[config.mk]
export PLATFORM = sky130hd
export DESIGN_NAME = fetch_exec_sequencer
export DESIGN_NICKNAME = d
export VERILOG_FILES = /design/src/rtl/fetch_exec_sequencer.sv
export SDC_FILE = /design/constraint.sdc
export NUM_CORES = 1
export LEC_CHECK = 0
export CAP_MARGIN = 15
export CORE_AREA = 4 4 41 43
export CTS_BUF_LIST = sky130_fd_sc_hd__clkbuf_2 sky130_fd_sc_hd__clkbuf_4 sky130_fd_sc_hd__clkbuf_8
export DETAILED_ROUTE_END_ITERATION = 10
export DIE_AREA = 0 0 45 47
export HOLD_SLACK_MARGIN = 0.02
export PLACE_DENSITY = 0.58
export SETUP_SLACK_MARGIN = 0.3
export SLEW_MARGIN = 20
export SYNTH_ARGS = -nofsm -noshare
export SYNTH_HDL_FRONTEND = slang
export SYNTH_SLANG_ARGS = --single-unit
[constraint.sdc]
create_clock -name clock -period 4 [get_ports clock]
set_clock_uncertainty 0.2 [all_clocks]
set_input_delay 0.6 -clock clock [delete_from_list [all_inputs] [get_ports clock]]
set_output_delay 0.6 -clock clock [all_outputs]
set_load 0.02 [all_outputs]
[src/rtl/fetch_exec_sequencer.sv]
//-----------------------------------------------------------------------------
// fetch_exec_sequencer
//
// Control unit for the 4-bit accumulator processor. Steps every instruction
// through FETCH, optional RAM wait states (memory-operand opcodes only) and a
// single EXEC cycle. It drives all PC, latch, ALU, accumulator, flag,
// data-bus and RAM strobes.
//
// Parameters
//   WAIT_STATES  extra RAM access cycles before EXEC on memory opcodes (0..15)
//   WAIT_W       width of the wait-state counter
//
// Ports
//   clock, reset        rising-edge clock, asynchronous active-high reset
//   instr               opcode from the instruction latch (valid after fetch)
//   c_flag, z_flag      ALU flags, sampled only by conditional jumps in EXEC
//   phase               0 = fetch, 1 = wait/execute
//   fetch_en            latch program_byte into instr/oprnd at end of cycle
//   pc_inc, pc_load     PC increment / load jump target (mutually exclusive)
//   alu_op              000 pass B, 001 sub, 010 add, 011 nand, 100 pass A
//   acc_load, flags_load, out_load   register load strobes
//   oe_oprnd, oe_ram, oe_in, oe_alu  data-bus source enables (one-hot or zero)
//   ram_cs, ram_we      RAM chip select / write strobe
//
// Optional feature (macro SEQ_SINGLE_STEP_EN)
//   Adds step_mode and step inputs. With step_mode=1 the sequencer holds in
//   FETCH with fetch_en=0 until a synchronised rising edge of step, then runs
//   exactly one instruction.
//-----------------------------------------------------------------------------
`timescale 1ns/1ps

module fetch_exec_sequencer #(
    parameter int WAIT_STATES = 0,
    parameter int WAIT_W      = 4
) (
    input  logic       clock,
    input  logic       reset,
    input  logic [3:0] instr,
    input  logic       c_flag,
    input  logic       z_flag,
`ifdef SEQ_SINGLE_STEP_EN
    input  logic       step_mode,
    input  logic       step,
`endif
    output logic       phase,
    output logic       fetch_en,
    output logic       pc_inc,
    output logic       pc_load,
    output logic [2:0] alu_op,
    output logic       acc_load,
    output logic       flags_load,
    output logic       oe_oprnd,
    output logic       oe_ram,
    output logic       oe_in,
    output logic       oe_alu,
    output logic       ram_cs,
    output logic       ram_we,
    output logic       out_load
);

    typedef enum logic [1:0] {
        S_FETCH    = 2'd0,
        S_MEM_WAIT = 2'd1,
        S_EXEC     = 2'd2
    } state_e;

    typedef enum logic [3:0] {
        OP_JC    = 4'h0, OP_JNC   = 4'h1, OP_CMPI  = 4'h2, OP_CMPM  = 4'h3,
        OP_LIT   = 4'h4, OP_IN    = 4'h5, OP_LD    = 4'h6, OP_ST    = 4'h7,
        OP_JZ    = 4'h8, OP_JNZ   = 4'h9, OP_NANDI = 4'hA, OP_NANDM = 4'hB,
        OP_JMP   = 4'hC, OP_OUT   = 4'hD, OP_ADDI  = 4'hE, OP_ADDM  = 4'hF
    } opcode_e;

    localparam logic [2:0] ALU_PASS_B = 3'b000;
    localparam logic [2:0] ALU_SUB    = 3'b001;
    localparam logic [2:0] ALU_ADD    = 3'b010;
    localparam logic [2:0] ALU_NAND   = 3'b011;
    localparam logic [2:0] ALU_PASS_A = 3'b100;

    localparam logic [WAIT_W-1:0] LAST_WAIT =
        WAIT_W'(WAIT_STATES > 0 ? WAIT_STATES - 1 : 0);

    function automatic logic is_mem_op(input opcode_e o);
        return o inside {OP_CMPM, OP_LD, OP_ST, OP_NANDM, OP_ADDM};
    endfunction

    state_e              state_q, state_d, eff_state;
    logic [WAIT_W-1:0]   wait_cnt_q, wait_cnt_d;
    opcode_e             op;
    logic                go;
    logic                taken;

    assign op = opcode_e'(instr);

    // The opcode is only latched at the end of FETCH, so the FETCH->next
    // decision cannot see it. With wait states configured, FETCH always moves
    // to S_MEM_WAIT; a non-memory opcode found there is treated as EXEC.
    assign eff_state = (state_q == S_MEM_WAIT && !is_mem_op(op)) ? S_EXEC : state_q;

`ifdef SEQ_SINGLE_STEP_EN
    logic [2:0] step_sync_q;   // [0],[1] synchroniser, [2] edge-detect history
    logic       step_pend_q, step_pend_d;
    logic       step_rise;

    assign step_rise   = step_sync_q[1] & ~step_sync_q[2];
    assign go          = ~step_mode | step_pend_q;
    // A pending step is consumed when FETCH actually fetches.
    assign step_pend_d = (step_pend_q | step_rise) & ~(eff_state == S_FETCH && go);
`else
    assign go = 1'b1;
`endif

    // Next-state logic.
    always_comb begin
        // NOTE: every variable written here gets a default first, so no path
        // leaves it unassigned and no latch is inferred.
        state_d    = state_q;
        wait_cnt_d = wait_cnt_q;
        case (eff_state)
            S_FETCH: begin
                if (go) state_d = (WAIT_STATES > 0) ? S_MEM_WAIT : S_EXEC;
            end
            S_MEM_WAIT: begin
                if (wait_cnt_q == LAST_WAIT) begin
                    state_d    = S_EXEC;
                    wait_cnt_d = '0;
                end else begin
                    wait_cnt_d = wait_cnt_q + 1'b1;
                end
            end
            default: begin
                state_d    = S_FETCH;
                wait_cnt_d = '0;
            end
        endcase
    end

    always_ff @(posedge clock or posedge reset) begin
        // NOTE: state registers use non-blocking assignments so every flop
        // samples pre-edge values regardless of evaluation order.
        if (reset) begin
            state_q    <= S_FETCH;
            wait_cnt_q <= '0;
`ifdef SEQ_SINGLE_STEP_EN
            step_sync_q <= '0;
            step_pend_q <= 1'b0;
`endif
        end else begin
            state_q    <= state_d;
            wait_cnt_q <= wait_cnt_d;
`ifdef SEQ_SINGLE_STEP_EN
            step_sync_q <= {step_sync_q[1:0], step};
            step_pend_q <= step_pend_d;
`endif
        end
    end

    // Output decode. Gated by reset so every strobe (notably ram_we) drops
    // the moment reset rises, not at the next clock edge.
    always_comb begin
        phase      = 1'b0;
        fetch_en   = 1'b0;
        pc_inc     = 1'b0;
        pc_load    = 1'b0;
        alu_op     = ALU_PASS_B;
        acc_load   = 1'b0;
        flags_load = 1'b0;
        oe_oprnd   = 1'b0;
        oe_ram     = 1'b0;
        oe_in      = 1'b0;
        oe_alu     = 1'b0;
        ram_cs     = 1'b0;
        ram_we     = 1'b0;
        out_load   = 1'b0;
        taken      = 1'b0;
        if (!reset) begin
            case (eff_state)
                S_FETCH: fetch_en = go;
                S_MEM_WAIT: begin
                    phase  = 1'b1;
                    ram_cs = 1'b1;
                    oe_ram = (op != OP_ST);
                end
                default: begin
                    phase = 1'b1;
                    case (op)
                        OP_JC:    taken = c_flag;
                        OP_JNC:   taken = ~c_flag;
                        OP_JZ:    taken = z_flag;
                        OP_JNZ:   taken = ~z_flag;
                        OP_JMP:   taken = 1'b1;
                        OP_CMPI:  begin oe_oprnd = 1'b1; alu_op = ALU_SUB; flags_load = 1'b1; end
                        OP_CMPM:  begin ram_cs = 1'b1; oe_ram = 1'b1; alu_op = ALU_SUB; flags_load = 1'b1; end
                        OP_LIT:   begin oe_oprnd = 1'b1; acc_load = 1'b1; end
                        OP_IN:    begin oe_in = 1'b1; acc_load = 1'b1; end
                        OP_LD:    begin ram_cs = 1'b1; oe_ram = 1'b1; acc_load = 1'b1; end
                        OP_ST:    begin alu_op = ALU_PASS_A; oe_alu = 1'b1; ram_cs = 1'b1; ram_we = 1'b1; end
                        OP_NANDI: begin oe_oprnd = 1'b1; alu_op = ALU_NAND; acc_load = 1'b1; flags_load = 1'b1; end
                        OP_NANDM: begin ram_cs = 1'b1; oe_ram = 1'b1; alu_op = ALU_NAND; acc_load = 1'b1; flags_load = 1'b1; end
                        OP_OUT:   begin alu_op = ALU_PASS_A; oe_alu = 1'b1; out_load = 1'b1; end
                        OP_ADDI:  begin oe_oprnd = 1'b1; alu_op = ALU_ADD; acc_load = 1'b1; flags_load = 1'b1; end
                        default:  begin ram_cs = 1'b1; oe_ram = 1'b1; alu_op = ALU_ADD; acc_load = 1'b1; flags_load = 1'b1; end
                    endcase
                    // Non-jumps never set taken, so they always increment.
                    pc_load = taken;
                    pc_inc  = ~taken;
                end
            endcase
        end
    end

endmodule
After elaboration in Yosys (flattened, before gate mapping)
Index checks and enable logic that the tools add are counted.
W data, S select, Z words.
{"block": "word_totals", "register_bits": 6, "latchBits": 0, "mem_bits_rw": 0, "rom_bits": 0, "inputBits": 8, "out_inout_bits": 16, "wordCells": 87, "n_memories": 0}
{"block": "classes", "add_sub_neg": 1, "mul": 0, "div": 0, "order_cmp": 0, "n_eq_ne": 19, "shifts": 0, "n_mux": 46, "bitwise_logic": 3, "n_reduce_logical": 16}
{"op": "$mux W1", "n": 35}
{"op": "$eq A4 B4 Y1 const B", "n": 8}
{"op": "$eq A4 B3 Y1 const B", "n": 4}
{"op": "$pmux W3 S4", "n": 1}
{"op": "$reduce_or A12 Y1", "n": 1}
{"op": "$reduce_or A11 Y1", "n": 1}
{"op": "$reduce_or A10 Y1", "n": 1}
{"op": "$reduce_or A9 Y1", "n": 1}
{"op": "$eq A4 B2 Y1 const B", "n": 2}
{"op": "$logic_not A4 Y1", "n": 2}
{"op": "$pmux W4 S2", "n": 1}
{"op": "$reduce_or A2 Y1", "n": 4}
{"op": "$reduce_or A8 Y1", "n": 1}
{"op": "$mux W3", "n": 2}
{"op": "$pmux W1 S5", "n": 1}
{"op": "$reduce_bool A5 Y1", "n": 1}
{"op": "$add A4 B1 Y4 const B", "n": 1}
{"op": "$eq A2 B1 Y1 const B", "n": 2}
{"op": "$eq A4 B1 Y1 const B", "n": 1}
{"op": "$mux W2", "n": 2}
{"op": "$mux W4", "n": 1}
{"op": "$ne A4 B3 Y1 const B", "n": 1}
{"op": "$pmux W1 S2", "n": 2}
{"op": "$pmux W2 S2", "n": 1}
{"op": "6 further kinds", "n": 8}

Logic depth before layout (Yosys ltp)
Gate-level depths: netlist of run 1.
{"block": "depth", "word_depth": 12, "depth_mapped": 5, "mapped_depth_nobuf": 5}

Least setup slack after synthesis of run 1
No wires, ideal clock.
{"block": "synth_timing", "kind": "input to output", "startpoint": "input instr[3]", "endpoint": "output oe_oprnd", "arrival_time_ns": 1.695, "path_slack_ns": 1.505, "path_stages": 4, "path_buffers": 1, "cell_sequence": "clkbuf_1 > and2b_1 > xnor2_1 > nor3_1"}
{"block": "synth_between", "elab_chain_len": 9, "word_cells_on_any_way": 20, "cone_classes": "eq/ne: 10; mux: 4; reduce/logical: 6"}
{"element": "start: declaration", "line": "38", "text": "input logic [3:0] instr,"}
{"element": "$eq A4 B2 Y1 (tied with other cells)", "line": "84", "text": "return o inside {OP_CMPM, OP_LD, OP_ST, OP_NANDM, OP_ADDM};"}
{"element": "$reduce_bool A5 Y1", "line": "84"}
{"element": "$logic_not A1 Y1", "line": "98", "text": "assign eff_state = (state_q == S_MEM_WAIT && !is_mem_op(op)) ? S_EXEC : state_q;"}
{"element": "$logic_and A1 B1 Y1", "line": "98"}
{"element": "$mux W2", "line": "98"}
{"element": "$eq A2 B1 Y1 or $logic_not A2 Y1 (tied branches)", "line": "177", "text": "case (eff_state)"}
{"element": "$reduce_or A2 Y1 (no line)"}
{"element": "$mux W1 *", "line": "177"}
{"element": "$mux W1 *", "line": "176", "text": "if (!reset) begin"}
{"element": "end: declaration", "line": "52", "text": "output logic oe_oprnd,"}
Every way passes the cells marked *; elsewhere a longest branch is shown, timed or not.

Worst setup path after layout of run 1
{"block": "layout_timing", "startpoint": "input instr[0]", "endpoint": "output pc_load"}
{"block": "layout_between", "elab_chain_len": 9, "word_cells_on_any_way": 22, "cone_classes": "eq/ne: 10; mux: 6; reduce/logical: 6"}
{"element": "$eq A4 B2 Y1 (tied with other cells)", "line": "84"}
{"element": "$reduce_bool A5 Y1", "line": "84"}
{"element": "$logic_not A1 Y1", "line": "98"}
{"element": "$logic_and A1 B1 Y1", "line": "98"}
{"element": "$mux W2", "line": "98"}
{"element": "$eq A2 B1 Y1 or $logic_not A2 Y1 (tied branches)", "line": "177"}
{"element": "$reduce_or A2 Y1 (no line)"}
{"element": "$mux W1 *", "line": "177"}
{"element": "$mux W1 *", "line": "176"}
{"element": "end: declaration", "line": "48", "text": "output logic pc_load,"}
Every way passes the cells marked *; elsewhere a longest branch is shown, timed or not. The select of a mux whose other input is x is not followed.

==> impl_results.md, run 1 <==
- Ports: 24
- Largest reg by FF count: state_q
- Number of max-cap violations: 0
- Post-DP Area: roughly 470 sq um
- Synth Area in Compound Gates: under 10%
- Post-synthesis xor/xnor area fraction: 14.9%
- Fraction of layout cells with a size suffix above 1: 1.69%
- Final ANT Viol Nets: 0
- Post-synthesis adder-cell area fraction: 0%
- Setup-failing EPs final: 0
- Die Span Y: around 47 um
- Vias in the first global route: 239
- Simple-Gate Fraction of Synth Area: 52.1%
- Synth unique cells: 20
- Final Max Slew Viols: 0
- Vias/cell: ~4.2
- Cts hold-fix bufs: 0
- Mapped Cells: 39
- Unrepaired setup endpoints after global routing: false
- Nets: a little under 70
- WL/cell: slightly below 10 um
- Kind of critical path: in -> out
- DR pass1 iterations: 1
- DR DRC count: 0
- CORE AREA: 1300 sq um
- Fin Setup TNS: 0 ps
- Internal power: around 34 uW
- PortBufs: 23
- Final Cycle Share: between 80% and 90%
- Post CTS Setup Buffer Count: 0
- Die extent in x: 45 um
- PD cells: 122 nW/um^2
- # resized after CTS: 0
- Fin cells: 74
- Die footprint: approximately 2100 sq um
- CP Data Arrival Time: about 2600 ps
- Post-layout instance area: between 400 and 500 sq um
- Via count: 308
- CP required: roughly 3200 ps
- Placer Congestion: between 0.6 and 0.7
- Global-route wire length before repair: a little under 1 mm
- Yosys warns: 0
- Psw: 23.0 uW
- Initial core utilization: between 10% and 20%
- CP Capture Type: output port
- Seq/Total Area, Yosys: between 10% and 20%
- CP max FO: 8
- Max reg flops: 1
- Switching portion of total power: between 40% and 50%
- DP HPWL: approximately 630 um
- Minimum clock period: about 3400 ps
- Actual transition at the worst max-transition pin: 316 ps
- Top Registers: state_q: 1 flops
- Clock network fraction of total power: 0%
- Row Count: 13
- Placed cells: 74
- Syn Nets: 47
- DR iter-0 viols: 0
- Final Util: 35.8%
- Worst slew margin: between 70 and 80%
- Most common cell after layout, fill and taps aside: clkdlybuf4s50_1
- Post-synthesis cell area: between 200 and 250 sq um
- Global route overflow: 0
- Area grow syn2layout: 97.9%
- Logic pwr share: between 80% and 90%
- Aggregate global-route resource usage: under 10%
- Pin count of the biggest net entering global routing: 11
- Hold slack: 231 ps
- Antenna violations before repair: 0
- Fmax: just under 0.3 GHz
- Mux cell area share after synthesis: 0%
- Final hold vios: 0
- Most used cells in the layout excluding fill and tap cells: 23 x clkdlybuf4s50_1, 9 x nor2_1, 4 x xnor2_1
- Peak supply drop: 0.0519 mV
- Worst skew pair latency: 0 ps
- Lkg Pwr: between 0.15 and 0.2 nW
- Routed WL: around 730 um
- Startpoint Class: input pin
- #FFs+latches synth: 1
- Syn_area_per_cell: 6.03 sq um
- Hold Path Class: reg -> reg
- ANT cells: 0
- CTS clk-pin slew, worst paths: 0 ps
- Outcome: complete, no violations
- Largest family of logic cells by synthesized area: simple AND/OR/NAND/NOR gates
- Internal reg-to-reg setup slack: roughly 3300 ps
- Sequential power share: between 15 and 20%
stage by stage:
step	total power [mW]	setup slack, ps
floorplan	0.0364	1500
global placement	0.0574	633
detailed placement	0.0573	625
CTS	0.0575	622
global route	0.0603	537
finish	0.0570	629
Yosys cell counts:
master     count  area share, %
nor3_1         3            6.4
inv_2          1            1.6
nand3_1        1            2.1
o211ai_1       1            3.2
a21oi_1        1            2.1
clkbuf_1       2            3.2
inv_1          3            4.8
nand4bb_1      1            4.8
and2_1         1            2.7
nor2b_1        2            5.3
nand2_1        3            4.8
buf_6          1            4.8
xnor2_1        4             15
and2b_1        1            3.2
and3_1         1            2.7
nor3b_1        1            3.2
dfrtp_1        1             11
a31oi_1        1            2.7
or3_1          1            2.7
nor2_1         9             14
worst max-delay path, stage by stage:
cell,delay [ps]
clkdlybuf4s50_1,560
xnor2_1,190
or3_1,300
a31oi_1,160
and2_1,150
clkdlybuf4s50_1,600
final cells by class:
class	instances	area, sq um
fill	149	836
inverter	4	15.0
multi-input combinational	31	176
sequential	1	25.0
tap	15	18.8
timing repair buffer	23	230
layer usage:
| metal | routed length, um | share of wire [%] | up-vias | GRT usage [%] |
|---|---|---|---|---|
| li1 | - | - | 166 | - |
| met1 | 348 | 48 | 130 | 7.47 |
| met2 | 335 | 46 | 12 | 11.3 |
| met3 | 45 | 6.2 | 0 | 0 |
| met4 | 0 | 0 | 0 | 0 |
| met5 | 0 | 0 | - | 0 |
final timing paths:
path / from / endpoint / cells past startpoint
min in group asynchronous: reset / state_q[1]$_DFF_PP0_ / 2
worst min register to register: state_q[1]$_DFF_PP0_ / state_q[1]$_DFF_PP0_ / 1
max in group asynchronous: reset / state_q[1]$_DFF_PP0_ / 2
worst max register to register: state_q[1]$_DFF_PP0_ / state_q[1]$_DFF_PP0_ / 1
worst max-delay path: instr[0] / pc_load / 6
worst min-delay path: state_q[1]$_DFF_PP0_ / state_q[1]$_DFF_PP0_ / 1
cell families after synthesis:
kind of cell,Yosys count
buffers and inverters,7
DFF,1
xor gates and xnor gates,4
and+or+nand+nor,24
AOI/OAI and AO/OA,3
power by group through the flow:
stage	Sequential, mW	Combinational, mW	Clock [mW]
floorplan	0.0103	0.0261	0
global placement	0.0103	0.0471	0
detailed placement	0.0103	0.0470	0
CTS	0.0103	0.0472	0
global route	0.0103	0.0500	0
finish	0.0103	0.0467	0
Note: power is estimated with default switching activity, not from simulation.
==> run 2: changes to the inputs <==
==> constraint.sdc (replaced) <==
create_clock -name clock -period 3.51 [get_ports clock]
set_clock_uncertainty 0.2 [all_clocks]
set_input_delay 0.5265 -clock clock [delete_from_list [all_inputs] [get_ports clock]]
set_output_delay 0.5265 -clock clock [all_outputs]
set_load 0.02 [all_outputs]
==> run 2 against run 1 <==
  * Power rose by 16%
  * Sequential power rose by 14%
  * First-iteration DRC count is 5 higher
  * Worst hold slack improved by 5.5 ps
  * Sequential share of layout area is 0.11 points lower
  * Flip-flop and latch count did not move
  * Die area did not move
  * Critical path type unchanged
  * Largest cell class unchanged
  * Highest routed layer unchanged
==> impl_results.md, run 2 (synthesized netlist as in run 1, its figures left out) <==
- PortBufs: 23 (unchanged)
- CP Data Arrival Time: 2360 ps (was 2570 ps)
- Cts hold-fix bufs: 0 (unchanged)
- Largest reg by FF count: state_q (unchanged)
- Placer Congestion: 0.720 (was 0.696)
- Fin Setup TNS: 0 ps (unchanged)
- Vias in the first global route: 296 (was 239)
- Internal reg-to-reg setup slack: 2810 ps (was 3300 ps)
- Outcome: complete, no violations (unchanged)
- Reg2reg start: state_q[1]$_DFF_PP0_ (unchanged)
- Most used cell, CP: clkdlybuf4s50_1 (unchanged)
- Post CTS Setup Buffer Count: 0 (unchanged)
- Slowest Stage Delay on Critical Path: 590 ps (was 600 ps)
- Aggregate global-route resource usage: 7.01% (was 5.76%)
- Die extent in x: 45 um (unchanged)
- Switching portion of total power: 40.5% (was 40.4%)
- Fin cells: 75 (was 74)
- DR DRC count: 0 (unchanged)
- Minimum clock period: between 3000 and 4000 ps
- Internal power: 39.3 uW (was 34.0 uW)
- Hold Startpoint: state_q[1]$_DFF_PP0_ (unchanged)
- DR pass1 iterations: 4 (was 1)
- Global route overflow: 0 (unchanged)
- Worst skew pair latency: 0 ps (about the same)
- Antenna violations before repair: 0 (unchanged)
- Final Util: 36.5% (was 35.8%)
- CTS clk-pin slew, worst paths: 0 ps (about the same)
- Nets: 70 (was 69)
- Final hold vios: 0 (unchanged)
- Setup-failing EPs final: 0 (unchanged)
- # resized after CTS: 0 (unchanged)
- Initial core utilization: 18.1% (unchanged)
- Fmax: around 0.32 GHz
- Final ANT Viol Nets: 0 (unchanged)
- Final Max Slew Viols: 0 (unchanged)
- Die Span Y: 47 um (unchanged)
- Logic pwr share: 82.2% (was 81.9%)
- CP Capture Type: output port (unchanged)
- Hold slack: 236 ps (was 231 ps)
- DP HPWL: 637 um (was 627 um)
- Top Registers: state_q: 1 flops (unchanged)
- Actual transition at the worst max-transition pin: 341 ps (was 316 ps)
- Row Count: 13 (unchanged)
- Ports: 24 (unchanged)
- Psw: 26.7 uW (was 23.0 uW)
- PD cells: 139 nW/um^2 (was 122 nW/um^2)
- ANT cells: 0 (unchanged)
- WL/cell: 10.4 um (was 9.85 um)
- CP max FO: 7 (was 8)
- Fraction of layout cells with a size suffix above 1: 3.33% (was 1.69%)
- Pin count of the biggest net entering global routing: 11 (unchanged)
- Most common cell after layout, fill and taps aside: clkdlybuf4s50_1 (unchanged)
- Via count: 325 (was 308)
- Kind of critical path: in -> out (unchanged)
- Global-route wire length before repair: 1.21 mm (was 966 um)
- Critical-path top delay cell: clkdlybuf4s50_1 (unchanged)
- Placed cells: 75 (was 74)
- Worst slew margin: 77.2% (was 78.9%)
- Max reg flops: 1 (unchanged)
- End point of the worst hold path: state_q[1]$_DFF_PP0_ (unchanged)
- Hold Path Class: reg -> reg (unchanged)
- Vias/cell: 4.33 (was 4.16)
- Power consumption: 66.1 uW (was 57.0 uW)
- Critical path origin: instr[2] (was instr[0])
- CORE AREA: 1300 sq um (unchanged)
- CP required: 2780 ps (was 3200 ps)
- Peak supply drop: 0.0652 mV (was 0.0519 mV)
- Lkg Pwr: 0.195 nW (was 0.181 nW)
- Clock network fraction of total power: 0% (about the same)
- Number of max-cap violations: 0 (unchanged)
- Startpoint Class: input pin (unchanged)
- Unrepaired setup endpoints after global routing: false (unchanged)
- Reg2reg path depth: 1 (unchanged)
- Final Cycle Share: between 80% and 90%
- Die footprint: 2120 sq um (unchanged)
- R2R Path End: state_q[1]$_DFF_PP0_ (unchanged)
- Area grow syn2layout: 102% (was 97.9%)
- Sequential power share: 17.8% (was 18.1%)
- Hold Path Depth: 1 (unchanged)
- Crit path cell chain: clkdlybuf4s50_1 > or3_1 > a31oi_1 > and2_1 > clkdlybuf4s50_1 (was clkdlybuf4s50_1 > xnor2_1 > or3_1 > a31oi_1 > and2_1 > clkdlybuf4s50_1)
- Most used cells in the layout excluding fill and tap cells: 22 x clkdlybuf4s50_1, 9 x nor2_1, 4 x xnor2_1 (was 23 x clkdlybuf4s50_1, 9 x nor2_1, 4 x xnor2_1)
- Routed WL: 779 um (was 729 um)
- DR iter-0 viols: 5 (was 0)
## run 2: power by group through the flow
stage | clock network (mW) | registers (mW) | logic (mW)
floorplan | 0 | 0.0117 | 0.0297
global route | 0 | 0.0117 | 0.0586
finish | 0 | 0.0117 | 0.0543
detailed placement | 0 | 0.0117 | 0.0550
CTS | 0 | 0.0117 | 0.0551
global placement | 0 | 0.0117 | 0.0545
## run 2: worst max-delay path by stage
stage,end,slack (ps),cells past startpoint
2_1_floorplan,oe_oprnd,1160,4
3_3_place_gp,pc_load,380,5
3_5_place_dp,pc_load,310,5
4_1_cts,pc_load,310,5
5_1_grt,pc_load,310,5
6_report,pc_load,420,5
## run 2: metal layers
| metal | vias up | track usage, % | wire [um] |
|---|---|---|---|
| li1 | 169 | - | - |
| met1 | 140 | 9.26 | 338 |
| met2 | 16 | 12.4 | 362 |
| met3 | 0 | 1.53 | 78 |
| met4 | 0 | 0 | 0 |
| met5 | - | 0 | 0 |
## run 2: per-stage QoR
stage / area, sq um / setup WS (ps)
2_1_floorplan: 235 / 1160
3_3_place_gp: 473 / 375
3_5_place_dp: 473 / 308
4_1_cts: 473 / 309
5_1_grt: 475 / 312
6_report: 475 / 420
## run 2: layout make-up
type	instances	area [sq um]
Fill cell	162	826
Tap cell	15	18.8
Timing Repair Buffer	24	240
Sequential cell	1	25.0
Multi-Input combinational cell	31	176
Inverter	4	15.0
## run 2: worst max-delay path, delay by kind of cell
kind,cells,cell delay [ps]
buf+inv,2,1100
compound gates,1,190
simple gates,2,550
==> run 3: changes to the inputs <==
--- a/config.mk
+++ b/config.mk
@@ -10,7 +10,6 @@
 export CTS_BUF_LIST = sky130_fd_sc_hd__clkbuf_2 sky130_fd_sc_hd__clkbuf_4 sky130_fd_sc_hd__clkbuf_8
 export DETAILED_ROUTE_END_ITERATION = 10
 export DIE_AREA = 0 0 45 47
-export HOLD_SLACK_MARGIN = 0.02
 export PLACE_DENSITY = 0.58
 export SETUP_SLACK_MARGIN = 0.3
 export SLEW_MARGIN = 20
==> results of run 3 <==
Final layout, timing and power as in run 2 (identical DEF).
